### config.mk
export PLATFORM = sky130hd
export DESIGN_NAME = vga_timing
export DESIGN_NICKNAME = d
export VERILOG_FILES = /design/src/rtl/vga_timing_pkg.sv /design/src/rtl/vga_axis_counter.sv /design/src/rtl/vga_timing.sv
export SDC_FILE = /design/constraint.sdc
export NUM_CORES = 1
export LEC_CHECK = 0
export BUFFER_PORTS_ARGS = -buffer_cell sky130_fd_sc_hd__buf_2
export CAP_MARGIN = 20
export CORE_MARGIN = 4
export CORE_UTILIZATION = 44
export CTS_BUF_LIST = sky130_fd_sc_hd__clkbuf_4 sky130_fd_sc_hd__clkbuf_8 sky130_fd_sc_hd__clkbuf_16
export DETAILED_ROUTE_END_ITERATION = 6
export GPL_TIMING_DRIVEN = 1
export MAX_ROUTING_LAYER = met4
export PLACE_DENSITY = 0.69
export SETUP_SLACK_MARGIN = 0.4
export SLEW_MARGIN = 20
export SYNTH_ARGS = -nofsm -noshare
export SYNTH_HDL_FRONTEND = slang
export SYNTH_SLANG_ARGS = --single-unit
### constraint.sdc
create_clock -name i_clk -period 3.2 [get_ports i_clk]
set_input_delay 0.16 -clock i_clk [delete_from_list [all_inputs] [get_ports i_clk]]
set_output_delay 0.16 -clock i_clk [all_outputs]
set_load 0.01 [all_outputs]
### src/rtl/vga_timing_pkg.sv
// Shared raster mode constants so the timing generator and pixel streamer agree
// on visible geometry.
package vga_timing_pkg;

  typedef struct packed {
    int unsigned h_visible;
    int unsigned h_front;
    int unsigned h_sync;
    int unsigned h_back;
    int unsigned v_visible;
    int unsigned v_front;
    int unsigned v_sync;
    int unsigned v_back;
  } vga_mode_t;

  localparam vga_mode_t MODE_640X480_60  = '{640, 16, 96, 48, 480, 10, 2, 33};
  localparam vga_mode_t MODE_800X600_40M = '{800, 40, 128, 88, 600, 1, 4, 23};
  localparam vga_mode_t MODE_DEFAULT     = MODE_640X480_60;

  localparam int unsigned DEFAULT_CNT_W = 11;

endpackage

### src/rtl/vga_axis_counter.sv
// One raster axis: wrapping position counter with registered sync and a
// look-ahead active flag / wrap pulse for the parent to combine.
module vga_axis_counter #(
  parameter int unsigned VISIBLE = 640,
  parameter int unsigned FRONT   = 16,
  parameter int unsigned SYNC    = 96,
  parameter int unsigned BACK    = 48,
  parameter bit          POL     = 1'b0,
  parameter int unsigned W       = 11
) (
  input  logic         clk,
  input  logic         rst,
  input  logic         tick,
  input  logic         clear,
  output logic [W-1:0] count,
  output logic         wrap_c,
  output logic         active_c,
  output logic         sync
);

  localparam int unsigned TOTAL = VISIBLE + FRONT + SYNC + BACK;

  // One extra bit so a sync window ending exactly at 2^W still compares correctly.
  localparam logic [W:0]   VIS_E    = (W+1)'(VISIBLE);
  localparam logic [W:0]   SYNC_BEG = (W+1)'(VISIBLE + FRONT);
  localparam logic [W:0]   SYNC_END = (W+1)'(VISIBLE + FRONT + SYNC);
  localparam logic [W-1:0] LAST     = W'(TOTAL - 1);

  logic [W-1:0] count_nxt;
  logic [W:0]   count_ext;
  logic         sync_on;

  always_comb begin
    wrap_c    = 1'b0;
    count_nxt = count;
    if (clear) begin
      count_nxt = '0;
    end else if (tick) begin
      wrap_c    = (count == LAST);
      count_nxt = wrap_c ? '0 : count + W'(1);
    end
    count_ext = {1'b0, count_nxt};
    active_c  = !clear && (count_ext < VIS_E);
    sync_on   = !clear && (count_ext >= SYNC_BEG) && (count_ext < SYNC_END);
  end

  always_ff @(posedge clk or posedge rst) begin
    if (rst) begin
      count <= '0;
      sync  <= !POL;
    end else begin
      count <= count_nxt;
      sync  <= sync_on ? POL : !POL;
    end
  end

endmodule

### src/rtl/vga_timing.sv
// Raster timing generator: x/y position, syncs, visible-area gate and
// line/frame start strobes, advanced by a pixel-rate enable.
module vga_timing
  import vga_timing_pkg::*;
#(
  parameter int unsigned H_VISIBLE = MODE_DEFAULT.h_visible,
  parameter int unsigned H_FRONT   = MODE_DEFAULT.h_front,
  parameter int unsigned H_SYNC    = MODE_DEFAULT.h_sync,
  parameter int unsigned H_BACK    = MODE_DEFAULT.h_back,
  parameter int unsigned V_VISIBLE = MODE_DEFAULT.v_visible,
  parameter int unsigned V_FRONT   = MODE_DEFAULT.v_front,
  parameter int unsigned V_SYNC    = MODE_DEFAULT.v_sync,
  parameter int unsigned V_BACK    = MODE_DEFAULT.v_back,
  parameter bit          HSYNC_POL = 1'b0,
  parameter bit          VSYNC_POL = 1'b0,
  parameter int unsigned CNT_W     = DEFAULT_CNT_W
) (
  input  logic             i_clk,
  input  logic             i_reset,
  input  logic             i_enable,
  input  logic             i_pixEn,
  output logic             o_hsync,
  output logic             o_vsync,
  output logic             o_pixGate,
  output logic [CNT_W-1:0] o_x,
  output logic [CNT_W-1:0] o_y,
  output logic             o_lineStart,
  output logic             o_frameStart
);

  localparam int unsigned H_TOTAL = H_VISIBLE + H_FRONT + H_SYNC + H_BACK;
  localparam int unsigned V_TOTAL = V_VISIBLE + V_FRONT + V_SYNC + V_BACK;

  if (64'(H_TOTAL) > (64'd1 << CNT_W)) begin : g_h_total_too_wide
    $error("vga_timing: H_TOTAL does not fit in CNT_W bits");
  end
  if (64'(V_TOTAL) > (64'd1 << CNT_W)) begin : g_v_total_too_wide
    $error("vga_timing: V_TOTAL does not fit in CNT_W bits");
  end

  logic clear;
  logic h_wrap_c;
  logic h_active_c;
  logic v_wrap_c;
  logic v_active_c;

  assign clear = !i_enable;

  vga_axis_counter #(
    .VISIBLE (H_VISIBLE),
    .FRONT   (H_FRONT),
    .SYNC    (H_SYNC),
    .BACK    (H_BACK),
    .POL     (HSYNC_POL),
    .W       (CNT_W)
  ) u_h (
    .clk      (i_clk),
    .rst      (i_reset),
    .tick     (i_pixEn),
    .clear    (clear),
    .count    (o_x),
    .wrap_c   (h_wrap_c),
    .active_c (h_active_c),
    .sync     (o_hsync)
  );

  // Vertical axis steps once per completed line.
  vga_axis_counter #(
    .VISIBLE (V_VISIBLE),
    .FRONT   (V_FRONT),
    .SYNC    (V_SYNC),
    .BACK    (V_BACK),
    .POL     (VSYNC_POL),
    .W       (CNT_W)
  ) u_v (
    .clk      (i_clk),
    .rst      (i_reset),
    .tick     (h_wrap_c),
    .clear    (clear),
    .count    (o_y),
    .wrap_c   (v_wrap_c),
    .active_c (v_active_c),
    .sync     (o_vsync)
  );

  // Strobes fire only on a real wrap, so enable edges and stalls never produce them.
  always_ff @(posedge i_clk or posedge i_reset) begin
    if (i_reset) begin
      o_pixGate    <= 1'b0;
      o_lineStart  <= 1'b0;
      o_frameStart <= 1'b0;
    end else begin
      o_pixGate    <= h_active_c && v_active_c;
      o_lineStart  <= h_wrap_c;
      o_frameStart <= h_wrap_c && v_wrap_c;
    end
  end

endmodule

==> out/qor.yml <==
core_area_mm2: 0.00366
max_slew.worst_pin.slew_ps: 568
reg2reg_to: "u_v.sync"
hold_viol_final: 0
worst_slack_ps: 469
wl_per_cell_um: 15.0
synth_nets: 198
pre_cts_slack_ps: 311
end_kind: "register"
die_h_um: 69.4
area_growth_pct: 18.5
r2r_cells: 6
ir_worst_vdd_mv: 0.173
skew_ps: 3.58
routed-wl-met3_um: 168
vias_per_cell: 5.58
seq_area_um2: 681
powerDensity_mw_per_mm2: 296
fill_cells: 336
root_buffer: "clkbuf_8"
clock_latency_ps: 270
cts_tree: "yes"
hold-worst-slack_ps: 231
min_period_over_period: 0.853
fmax_mhz: 366
cp_max_fo: 4
fin_crit_ps: 2730
drv_slew: 0
post-dp-hpwl_um: 2840
wirelength_um: 4100
critPathMaxStageDelay_ps: 560
power.total_mw: 0.581
start_kind: "register"
dr.pass1.iters: 4
setup_viol: 0
cp_data_arrival_time_ps: 2930
path_clk_slew_ps: 100
critPathSlowestCell: "or4_4"
final.setup.tns_ps: 0
synth_top_flop_cell: "dfrtp_1"
initial_utilization: 0.453
clockBufferDepth: 2
min_to: "u_h.count[0]"
async_flop_share: 1.00
holdPathStages: 3
cap_violations: 0
place_area_mm2: 0.00185
syn-cell-area_mm2: 0.00166
yosysSeqAreaShare: 0.409
ioPinCount: 31
wl_met1_um: 1930
synth_edf_count: 0
final_area_mm2: 0.00196
grt_usage: 0.178
dr.first_iter.drc_count: 73
vias: 1529
postSynthCellCount: 191
yosysWarnings: 0
dr.max_layer_used: "met4"
r2r_start: "u_h.count[5]"
drive_gt1_frac: 0.252
htreeDepth: 1
leakage_nw: 0.862
grt_pass1_wl_um: 6810
min_from: "i_pixEn"
cp_common_cell: "or4_4"
crit_required_ps: 3390
cts.sinks: 27
grt_start_max_net_pins: 28
hold_class: "in2reg"
portBuffers: 30
path_cells: "or4_4 -> or4_4 -> or4_4 -> a21oi_4 -> o2111ai_2 -> or4_1"
fin_util: 0.537
ys_ff_latch: 27
antenna_left: 0
rows: 22
drc_errors: 0
syn_avg_cell_area_um2: 8.68
grt_overflow_total: 0
crit_type: "reg2reg"
rsz0062_at_grt: "yes"
antenna_found_initial: 0
crit_buf_inv: 0
cp_top_family: "simple AND/OR/NAND/NOR gates"
status: "finished clean"
grt_pass1_vias: 1383
dieWidth_um: 69.4
dieArea_mm2: 0.00481
slew_headroom: 0.621
ys_types: 43
gp_congestion: 0.845
place_inst: 264
cts_buffers: 3
met2_length_um: 1950
final_cell_count_no_fill: 274
worst-r2r-setup-slack_ps: 470
diodes: 0
nNetsFinal: 234
multi_input_area_um2: 920
## power breakdown
part,switching (mW),internal [mW]
Sequential,0.00492,0.344
Clock,0.111,0.0874
Combinational,0.0229,0.0107
## synthesized netlist by cell type, drive strengths merged (5+ instances only)
cell    number  area [um2]
a21oi       11        58.8
and2         6        37.5
clkbuf       5        18.8
dfrtp       25         626
inv          9        33.8
nand2       19        71.3
nand3        9        45.0
nand4        6        37.5
nor2        24        90.1
nor4         5        31.3
o21ai       12        60.1
or4          6        56.3
xnor2        6        52.6
xor2         5        43.8
## logic make-up after synthesis
group | synth area share
compound gates | 0.138
xor+xnor | 0.0581
fa+ha+maj | 0.0226
buf+inv | 0.0498
flops | 0.409
mux | 0.0325
simple gates | 0.290
## sequential cells by signal, indices dropped and copies added, names as in the netlist
| register | count |
|---|---|
| o_frameStart | 1 |
| o_lineStart | 1 |
| o_pixGate | 1 |
| u_h.count | 11 |
| u_h.sync | 1 |
| u_v.count | 11 |
| u_v.sync | 1 |
## worst register-to-register path: cells and delay by family (launching register included)
| family | cells | cell delay (ps) |
|---|---|---|
| AND/OR/NAND/NOR | 4 | 1920 |
| AO/OA/AOI/OAI | 2 | 310 |
| flip-flops | 1 | 420 |
## cell type report
type / instances / area share
clock buffer: 3 / 0.0210
timing repair buffer: 39 / 0.112
clock inverter: 1 / 0.00255
sequential: 27 / 0.346
tap: 48 / 0.0306
inverter: 10 / 0.0191
multi-input combinational: 146 / 0.468
## cells in the final DEF, fill, tap and decap left out, types with 4 or more instances in the layout
cell / instances
buf_4: 8
nor4_1: 4
nand3_1: 9
and2_1: 6
nor2_1: 24
xnor2_1: 6
and4_1: 4
a21oi_1: 10
dfrtp_1: 23
buf_2: 30
nand4_1: 6
nand2_1: 19
inv_1: 8
o21ai_0: 12
xor2_1: 5
## timing repair
item	4_1_cts	5_1_grt
pin swaps	1	1
hold buffers	0	1
gates cloned	0	0
endpoints found under the setup margin	1	2
setup buffers	3	2
resized for setup	1	4
endpoints found under the hold margin	0	25
## metal layers
layer  global-route usage  vias to the layer above
met5                    -                        -
met4               0.0456                        0
met3               0.0217                        4
met2                0.273                       42
met1                0.250                      726
li1                     -                      757
## how the worst max path moves through the flow
stage	startpoint	endpoint	slack, ps	cells past startpoint
floorplan	u_h.count[5]	u_v.sync	370	7
global placement	u_h.count[5]	u_v.sync	400	6
detailed placement	u_h.count[5]	u_v.sync	310	6
CTS	u_h.count[5]	u_v.sync	460	6
global route	u_h.count[5]	u_v.sync	370	6
finish	u_h.count[5]	u_v.sync	470	6
Note: power is estimated with default switching activity, not from simulation.
